## config.mk

```make
export PLATFORM = sky130hd
export DESIGN_NAME = mem_port_arbiter_flat
export DESIGN_NICKNAME = d
export VERILOG_FILES = /design/src/rtl/mem_port_arbiter_if.sv /design/src/rtl/mem_port_arbiter.sv /design/src/flat_wrapper.sv
export SDC_FILE = /design/constraint.sdc
export NUM_CORES = 1
export LEC_CHECK = 0
export CAP_MARGIN = 25
export CORE_MARGIN = 2
export CORE_UTILIZATION = 27
export CTS_CLUSTER_DIAMETER = 50
export DETAILED_ROUTE_END_ITERATION = 6
export GPL_TIMING_DRIVEN = 1
export PLACE_DENSITY = 0.68
export SETUP_SLACK_MARGIN = 0.1
export SLEW_MARGIN = 20
export SYNTH_ARGS = -nofsm -noshare
export SYNTH_HDL_FRONTEND = slang
export SYNTH_SLANG_ARGS = --single-unit
```

## constraint.sdc

```tcl
create_clock -name clk -period 5.77 [get_ports clk]
set_input_delay 1.731 -clock clk [delete_from_list [all_inputs] [get_ports clk]]
set_output_delay 1.731 -clock clk [all_outputs]
set_load 0.05 [all_outputs]
```

## src/rtl/mem_port_arbiter_if.sv

```systemverilog
// Bus bundle between the fetch/load-store requesters, the arbiter and the BRAM.
// slave = arbiter side; master = requester/memory side (used by the bench).
interface mem_port_arbiter_if #(
    parameter int ADDR_W = 12
);
    logic              i_req;
    logic [31:0]       i_addr;
    logic              i_gnt;
    logic              i_rvalid;
    logic [31:0]       i_rdata;

    logic              d_req;
    logic [3:0]        d_we;
    logic [31:0]       d_addr;
    logic [31:0]       d_wdata;
    logic              d_gnt;
    logic              d_rvalid;
    logic [31:0]       d_rdata;

    logic              mem_en;
    logic [3:0]        mem_we;
    logic [ADDR_W-1:0] mem_addr;
    logic [31:0]       mem_wdata;
    logic [31:0]       mem_rdata;

    modport slave (
        input  i_req, i_addr, d_req, d_we, d_addr, d_wdata, mem_rdata,
        output i_gnt, i_rvalid, i_rdata, d_gnt, d_rvalid, d_rdata,
        output mem_en, mem_we, mem_addr, mem_wdata
    );

    modport master (
        output i_req, i_addr, d_req, d_we, d_addr, d_wdata, mem_rdata,
        input  i_gnt, i_rvalid, i_rdata, d_gnt, d_rvalid, d_rdata,
        input  mem_en, mem_we, mem_addr, mem_wdata
    );
endinterface

```

## src/rtl/mem_port_arbiter.sv

```systemverilog
// Single-port BRAM arbiter: load/store (D) has priority over fetch (I), with a
// streak counter that forces one fetch through after MAX_D_STREAK back-to-back D wins.
//
// Handshake: a requester holds req/addr/we/wdata stable until it sees gnt=1 in the
// same cycle; gnt is combinational and the request is consumed on that clock edge.
// Read data returns with rvalid=1 for exactly one cycle, the cycle after the grant.
module mem_port_arbiter #(
    parameter int ADDR_W       = 12,
    parameter int MAX_D_STREAK = 4
) (
    input  logic                clk,
    input  logic                reset,
    mem_port_arbiter_if.slave   bus,
    output logic [3:0]          streak_o,
    output logic [1:0]          owner_o
);

    typedef enum logic [1:0] {
        OWN_NONE = 2'd0,
        OWN_I    = 2'd1,
        OWN_D    = 2'd2
    } owner_e;

    localparam logic [3:0] STREAK_MAX = 4'(MAX_D_STREAK);

    logic [3:0]  streak_q, streak_d;
    owner_e      owner_q, owner_d;
    logic [31:0] i_rdata_q, i_rdata_d;
    logic [31:0] d_rdata_q, d_rdata_d;

    logic        i_win;
    logic        d_win;
    logic        i_rvalid;
    logic        d_rvalid;
    logic        unused_addr_bits;

    // Grants are forced low during reset so nothing reaches the BRAM.
    always_comb begin
        i_win = 1'b0;
        d_win = 1'b0;
        if (!reset) begin
            if (bus.d_req && !(bus.i_req && (streak_q == STREAK_MAX))) begin
                d_win = 1'b1;
            end else if (bus.i_req) begin
                i_win = 1'b1;
            end
        end
    end

    always_comb begin
        streak_d = 4'd0;
        if (d_win && bus.i_req) begin
            streak_d = (streak_q == STREAK_MAX) ? STREAK_MAX : streak_q + 4'd1;
        end
    end

    always_comb begin
        owner_d = OWN_NONE;
        if (i_win) begin
            owner_d = OWN_I;
        end else if (d_win && (bus.d_we == 4'b0000)) begin
            owner_d = OWN_D;
        end
    end

    // A read tagged just before reset must not surface while reset is high.
    assign i_rvalid = !reset && (owner_q == OWN_I);
    assign d_rvalid = !reset && (owner_q == OWN_D);

    assign i_rdata_d = i_rvalid ? bus.mem_rdata : i_rdata_q;
    assign d_rdata_d = d_rvalid ? bus.mem_rdata : d_rdata_q;

    always_ff @(posedge clk) begin
        if (reset) begin
            streak_q  <= 4'd0;
            owner_q   <= OWN_NONE;
            i_rdata_q <= 32'd0;
            d_rdata_q <= 32'd0;
        end else begin
            streak_q  <= streak_d;
            owner_q   <= owner_d;
            i_rdata_q <= i_rdata_d;
            d_rdata_q <= d_rdata_d;
        end
    end

    assign bus.i_gnt     = i_win;
    assign bus.d_gnt     = d_win;
    assign bus.mem_en    = i_win | d_win;
    assign bus.mem_we    = d_win ? bus.d_we : 4'b0000;
    assign bus.mem_addr  = d_win ? bus.d_addr[ADDR_W+1:2] : bus.i_addr[ADDR_W+1:2];
    assign bus.mem_wdata = bus.d_wdata;

    // The rdata outputs show fresh data in the rvalid cycle and the held copy after.
    assign bus.i_rvalid  = i_rvalid;
    assign bus.d_rvalid  = d_rvalid;
    assign bus.i_rdata   = i_rdata_d;
    assign bus.d_rdata   = d_rdata_d;

    assign streak_o = streak_q;
    assign owner_o  = owner_q;

    assign unused_addr_bits = ^{bus.i_addr[31:ADDR_W+2], bus.i_addr[1:0],
                                bus.d_addr[31:ADDR_W+2], bus.d_addr[1:0]};

    a_one_grant: assert property (@(posedge clk) !(bus.i_gnt && bus.d_gnt));
    a_no_grant_in_reset: assert property (@(posedge clk) reset |-> !bus.mem_en);
    a_streak_bound: assert property (@(posedge clk) disable iff (reset)
                                     streak_q <= STREAK_MAX);

endmodule
```

## src/flat_wrapper.sv

```systemverilog
// flat-port wrapper written by rule: the top's interface ports become plain ports
module mem_port_arbiter_flat 
#(
    parameter int ADDR_W       = 12,
    parameter int MAX_D_STREAK = 4
)
  (clk, reset, streak_o, owner_o, bus_i_req, bus_i_addr, bus_d_req, bus_d_we, bus_d_addr, bus_d_wdata, bus_mem_rdata, bus_i_gnt, bus_i_rvalid, bus_i_rdata, bus_d_gnt, bus_d_rvalid, bus_d_rdata, bus_mem_en, bus_mem_we, bus_mem_addr, bus_mem_wdata);
  mem_port_arbiter_if #(.ADDR_W(ADDR_W)) bus_i ();
  input  logic clk;
  input  logic reset;
  output logic [3:0] streak_o;
  output logic [1:0] owner_o;
  input wire logic [$bits(bus_i.i_req)-1:0] bus_i_req;
  input wire logic [$bits(bus_i.i_addr)-1:0] bus_i_addr;
  input wire logic [$bits(bus_i.d_req)-1:0] bus_d_req;
  input wire logic [$bits(bus_i.d_we)-1:0] bus_d_we;
  input wire logic [$bits(bus_i.d_addr)-1:0] bus_d_addr;
  input wire logic [$bits(bus_i.d_wdata)-1:0] bus_d_wdata;
  input wire logic [$bits(bus_i.mem_rdata)-1:0] bus_mem_rdata;
  output wire logic [$bits(bus_i.i_gnt)-1:0] bus_i_gnt;
  output wire logic [$bits(bus_i.i_rvalid)-1:0] bus_i_rvalid;
  output wire logic [$bits(bus_i.i_rdata)-1:0] bus_i_rdata;
  output wire logic [$bits(bus_i.d_gnt)-1:0] bus_d_gnt;
  output wire logic [$bits(bus_i.d_rvalid)-1:0] bus_d_rvalid;
  output wire logic [$bits(bus_i.d_rdata)-1:0] bus_d_rdata;
  output wire logic [$bits(bus_i.mem_en)-1:0] bus_mem_en;
  output wire logic [$bits(bus_i.mem_we)-1:0] bus_mem_we;
  output wire logic [$bits(bus_i.mem_addr)-1:0] bus_mem_addr;
  output wire logic [$bits(bus_i.mem_wdata)-1:0] bus_mem_wdata;
  assign bus_i.i_req = bus_i_req;
  assign bus_i.i_addr = bus_i_addr;
  assign bus_i.d_req = bus_d_req;
  assign bus_i.d_we = bus_d_we;
  assign bus_i.d_addr = bus_d_addr;
  assign bus_i.d_wdata = bus_d_wdata;
  assign bus_i.mem_rdata = bus_mem_rdata;
  assign bus_i_gnt = bus_i.i_gnt;
  assign bus_i_rvalid = bus_i.i_rvalid;
  assign bus_i_rdata = bus_i.i_rdata;
  assign bus_d_gnt = bus_i.d_gnt;
  assign bus_d_rvalid = bus_i.d_rvalid;
  assign bus_d_rdata = bus_i.d_rdata;
  assign bus_mem_en = bus_i.mem_en;
  assign bus_mem_we = bus_i.mem_we;
  assign bus_mem_addr = bus_i.mem_addr;
  assign bus_mem_wdata = bus_i.mem_wdata;
  mem_port_arbiter #(.ADDR_W(ADDR_W), .MAX_D_STREAK(MAX_D_STREAK)) u_core (.clk(clk), .reset(reset), .bus(bus_i), .streak_o(streak_o), .owner_o(owner_o));
endmodule
```

==> results by group <==
Status
  – Status: completed

Yosys
  – Yosys warnings: 0
  – Synth cell types: 21
  – Sequential share of the synthesized area: 0.423
  – Synthesized flop and latch total: 70
  – Proportion of synthesized area in mux cells: 0.258
  – Mapped Area: 3310 sq um
  – Syn_nets: 432
  – Synth Area in Adders: 0.00756
  – Post-Synth Simple-Gate Area: 0.179
  – Synth Area in XOR/XNOR: 0.00264
  – Largest family of logic cells by synthesized area: multiplexers
  – Syn Inst Count: 294
  – Mapped Avg Cell Area: 11.3 sq um
  – Complex-gate fraction of the synthesized area: 0.0110

Global routing
  – Gr usage total: 0.127
  – Number of global-route vias before repair: 2527
  – Largest net degree at the start of global routing: 45
  – First-pass GRT wire length: 12800 um
  – Initial antenna violation count: 0
  – Congestion Overflow GR: 0

Placed design
  – DP HPWL: 6860 um
  – Count of input and output buffers: 154
  – Placed inst area: 4540 sq um
  – DP Worst Slack: 0.581 ns
  – Routability cong.: 0.802

Clock network
  – Clk sinks: 70
  – CTS H-tree depth: 3
  – CTS Buffer Depth: 2
  – Root Driver: clkbuf_16
  – Worst-path clk slew: 0.05 ns
  – # hold bufs at CTS: 0
  – Post-cts resize count: 0
  – CTS tree: built
  – Setup bufs post-CTS: 0
  – Inserted Clock Buffers: 9
  – Skew-Pair Late Insertion Delay: 0.32 ns

STA
  – Hold Vio Cnt, Final: 0
  – Fmax: 0.193 GHz
  – Slew Limit Fails: 0
  – Unrepaired setup endpoints after global routing: false
  – Post-route setup slack: 0.580 ns
  – Final setup viols: 0
  – Slew headroom: 0.643
  – Setup TNS: 0 ns
  – Final Hold Slack: roughly 0.48 ns
  – Period utilization: 0.899
  – Skew final: 0.00289 ns
  – Final min period: 5.19 ns
  – Slew @ Worst Pin: 0.535 ns

Critical path
  – WP data required: 4.04 ns
  – Worst reg2reg path startpoint: u_core.owner_o[1]
  – Setup slack, reg-to-reg: 4.17 ns
  – Worst EP arrival: ~3.5 ns
  – CP bufs+invs: 3
  – Critical-path cell list: clkdlybuf4s50_1 -> nor2b_1 -> o21ai_4 -> inv_1 -> clkdlybuf4s50_1
  – Top cell by count, worst path: clkdlybuf4s50_1
  – Worst Setup SP: bus_d_req
  – Family with the most delay on the worst path: buffers and inverters
  – Critical path endpoint category: output pin
  – Critical setup path kind: primary input to output pin
  – Crit-path max cell delay: 0.79 ns
  – Crit-path max FO: 5
  – CP Launch Type: primary input
  – Critical Path Slowest Stage Cell: clkdlybuf4s50_1

Route
  – DRC Markers: 0
  – DR pass1 iterations: 3
  – Antenna viol nets, final: 0
  – Final Routed Wirelength: ~9000 um
  – Wire per inst: 15.4 um
  – DR vias: 2441
  – Vias/cell: 4.28
  – Iter 0 DRT Violations: 32

Min path
  – Worst hold path class: flop to flop
  – Hold_sp: u_core.streak_o[0]

Run
  – Max-Cap Viols: 0

Cells and area
  – Layout cells sized above 1: 0.435
  – Most common cell after layout, fill and taps aside: buf_4
  – Reg area: 1400 sq um
  – Multi-input logic area: roughly 1500 sq um
  – Fillers: 1174
  – Final core utilization: 0.405
  – Nets: 556
  – Fin area: 4870 sq um
  – Commonest non-fill, non-tap cells in the layout: buf_4 (87), mux2_2 (76), clkdlybuf4s50_1 (70), dfxtp_1 (70), and2b_1 (58)
  – Antenna cells: 0
  – P&R area growth vs syn: 47.0%

Power
  – Leakage: 2.35 nW
  – Pwr/cell area: 263 nW/um^2
  – IR Drop Worst-Case VDD: 0.120 mV

Floorplan
  – Die area: ~13000 sq um
  – Starting Density: 0.276
  – Die width: 115 um
  – Core area: 12000 sq um
  – Chip Height: 115 um
  – I/O Pins: 259
  – Row count: 40
## where the power goes
part / internal [mW] / leakage, nW / switching (mW)
logic: 0.0876 / 1.62 / 0.108
clock network: 0.391 / 0.160 / 0.203
registers: 0.490 / 0.565 / 0.00208
## cell usage after synthesis, drive strengths merged
| cell | n | share of area |
|---|---|---|
| nor3 | 1 | 0.0015 |
| nand3 | 1 | 0.0015 |
| a21oi | 1 | 0.0015 |
| inv | 10 | 0.011 |
| a211oi | 2 | 0.0045 |
| dfxtp | 70 | 0.42 |
| ha | 2 | 0.0076 |
| buf | 40 | 0.099 |
| nand4b | 1 | 0.0026 |
| nor2b | 7 | 0.013 |
| xnor2 | 1 | 0.0026 |
| and2b | 58 | 0.13 |
| o21ai | 1 | 0.0049 |
| clkbuf | 7 | 0.0079 |
| nand4 | 1 | 0.0019 |
| mux2 | 76 | 0.26 |
| nor3b | 2 | 0.011 |
| nor2 | 11 | 0.012 |
| nand2 | 1 | 0.0011 |
| nand3b | 1 | 0.0023 |
## stage by stage
stage / std cells / total power, mW
floorplan: 294 / 0.676
global placement: 554 / 0.698
detailed placement: 554 / 0.700
CTS: 570 / 1.31
global route: 570 / 1.33
finish: 570 / 1.28
## worst paths after layout
path / to / depth (start not counted)
max reg2reg: u_core.d_rdata_q[14] / 4
min reg2reg: u_core.streak_o[0] / 1
min: u_core.streak_o[0] / 1
max: bus_d_gnt / 5
## routing by layer
metal / global-route usage / share of wire
met1: 0.125 / 0.36
met4: 0.0410 / 0.013
met5: 0 / 0
met3: 0.0406 / 0.079
met2: 0.251 / 0.54
## cell families after synthesis
kind of cell             Yosys count
AO/OA/AOI/OAI                      4
XOR/XNOR                           1
adder cells (fa/ha/maj)            2
buffers and inverters             57
flip-flops                        70
multiplexers                      76
AND/OR/NAND/NOR                   84
## flip-flops by register name, indices dropped and copies added (netlist names)
signal and flops:
u_core.streak_o 4, u_core.owner_o 2, u_core.i_rdata_q 32, u_core.d_rdata_q 32
## cell type report
class,instances,area share
timing repair buffer,160,0.287
clock inverter,5,0.0170
tap,147,0.0378
multi-input combinational,167,0.312
clock buffer,11,0.0499
inverter,10,0.00771
sequential,70,0.288
Power figures use the tool's default switching activity.
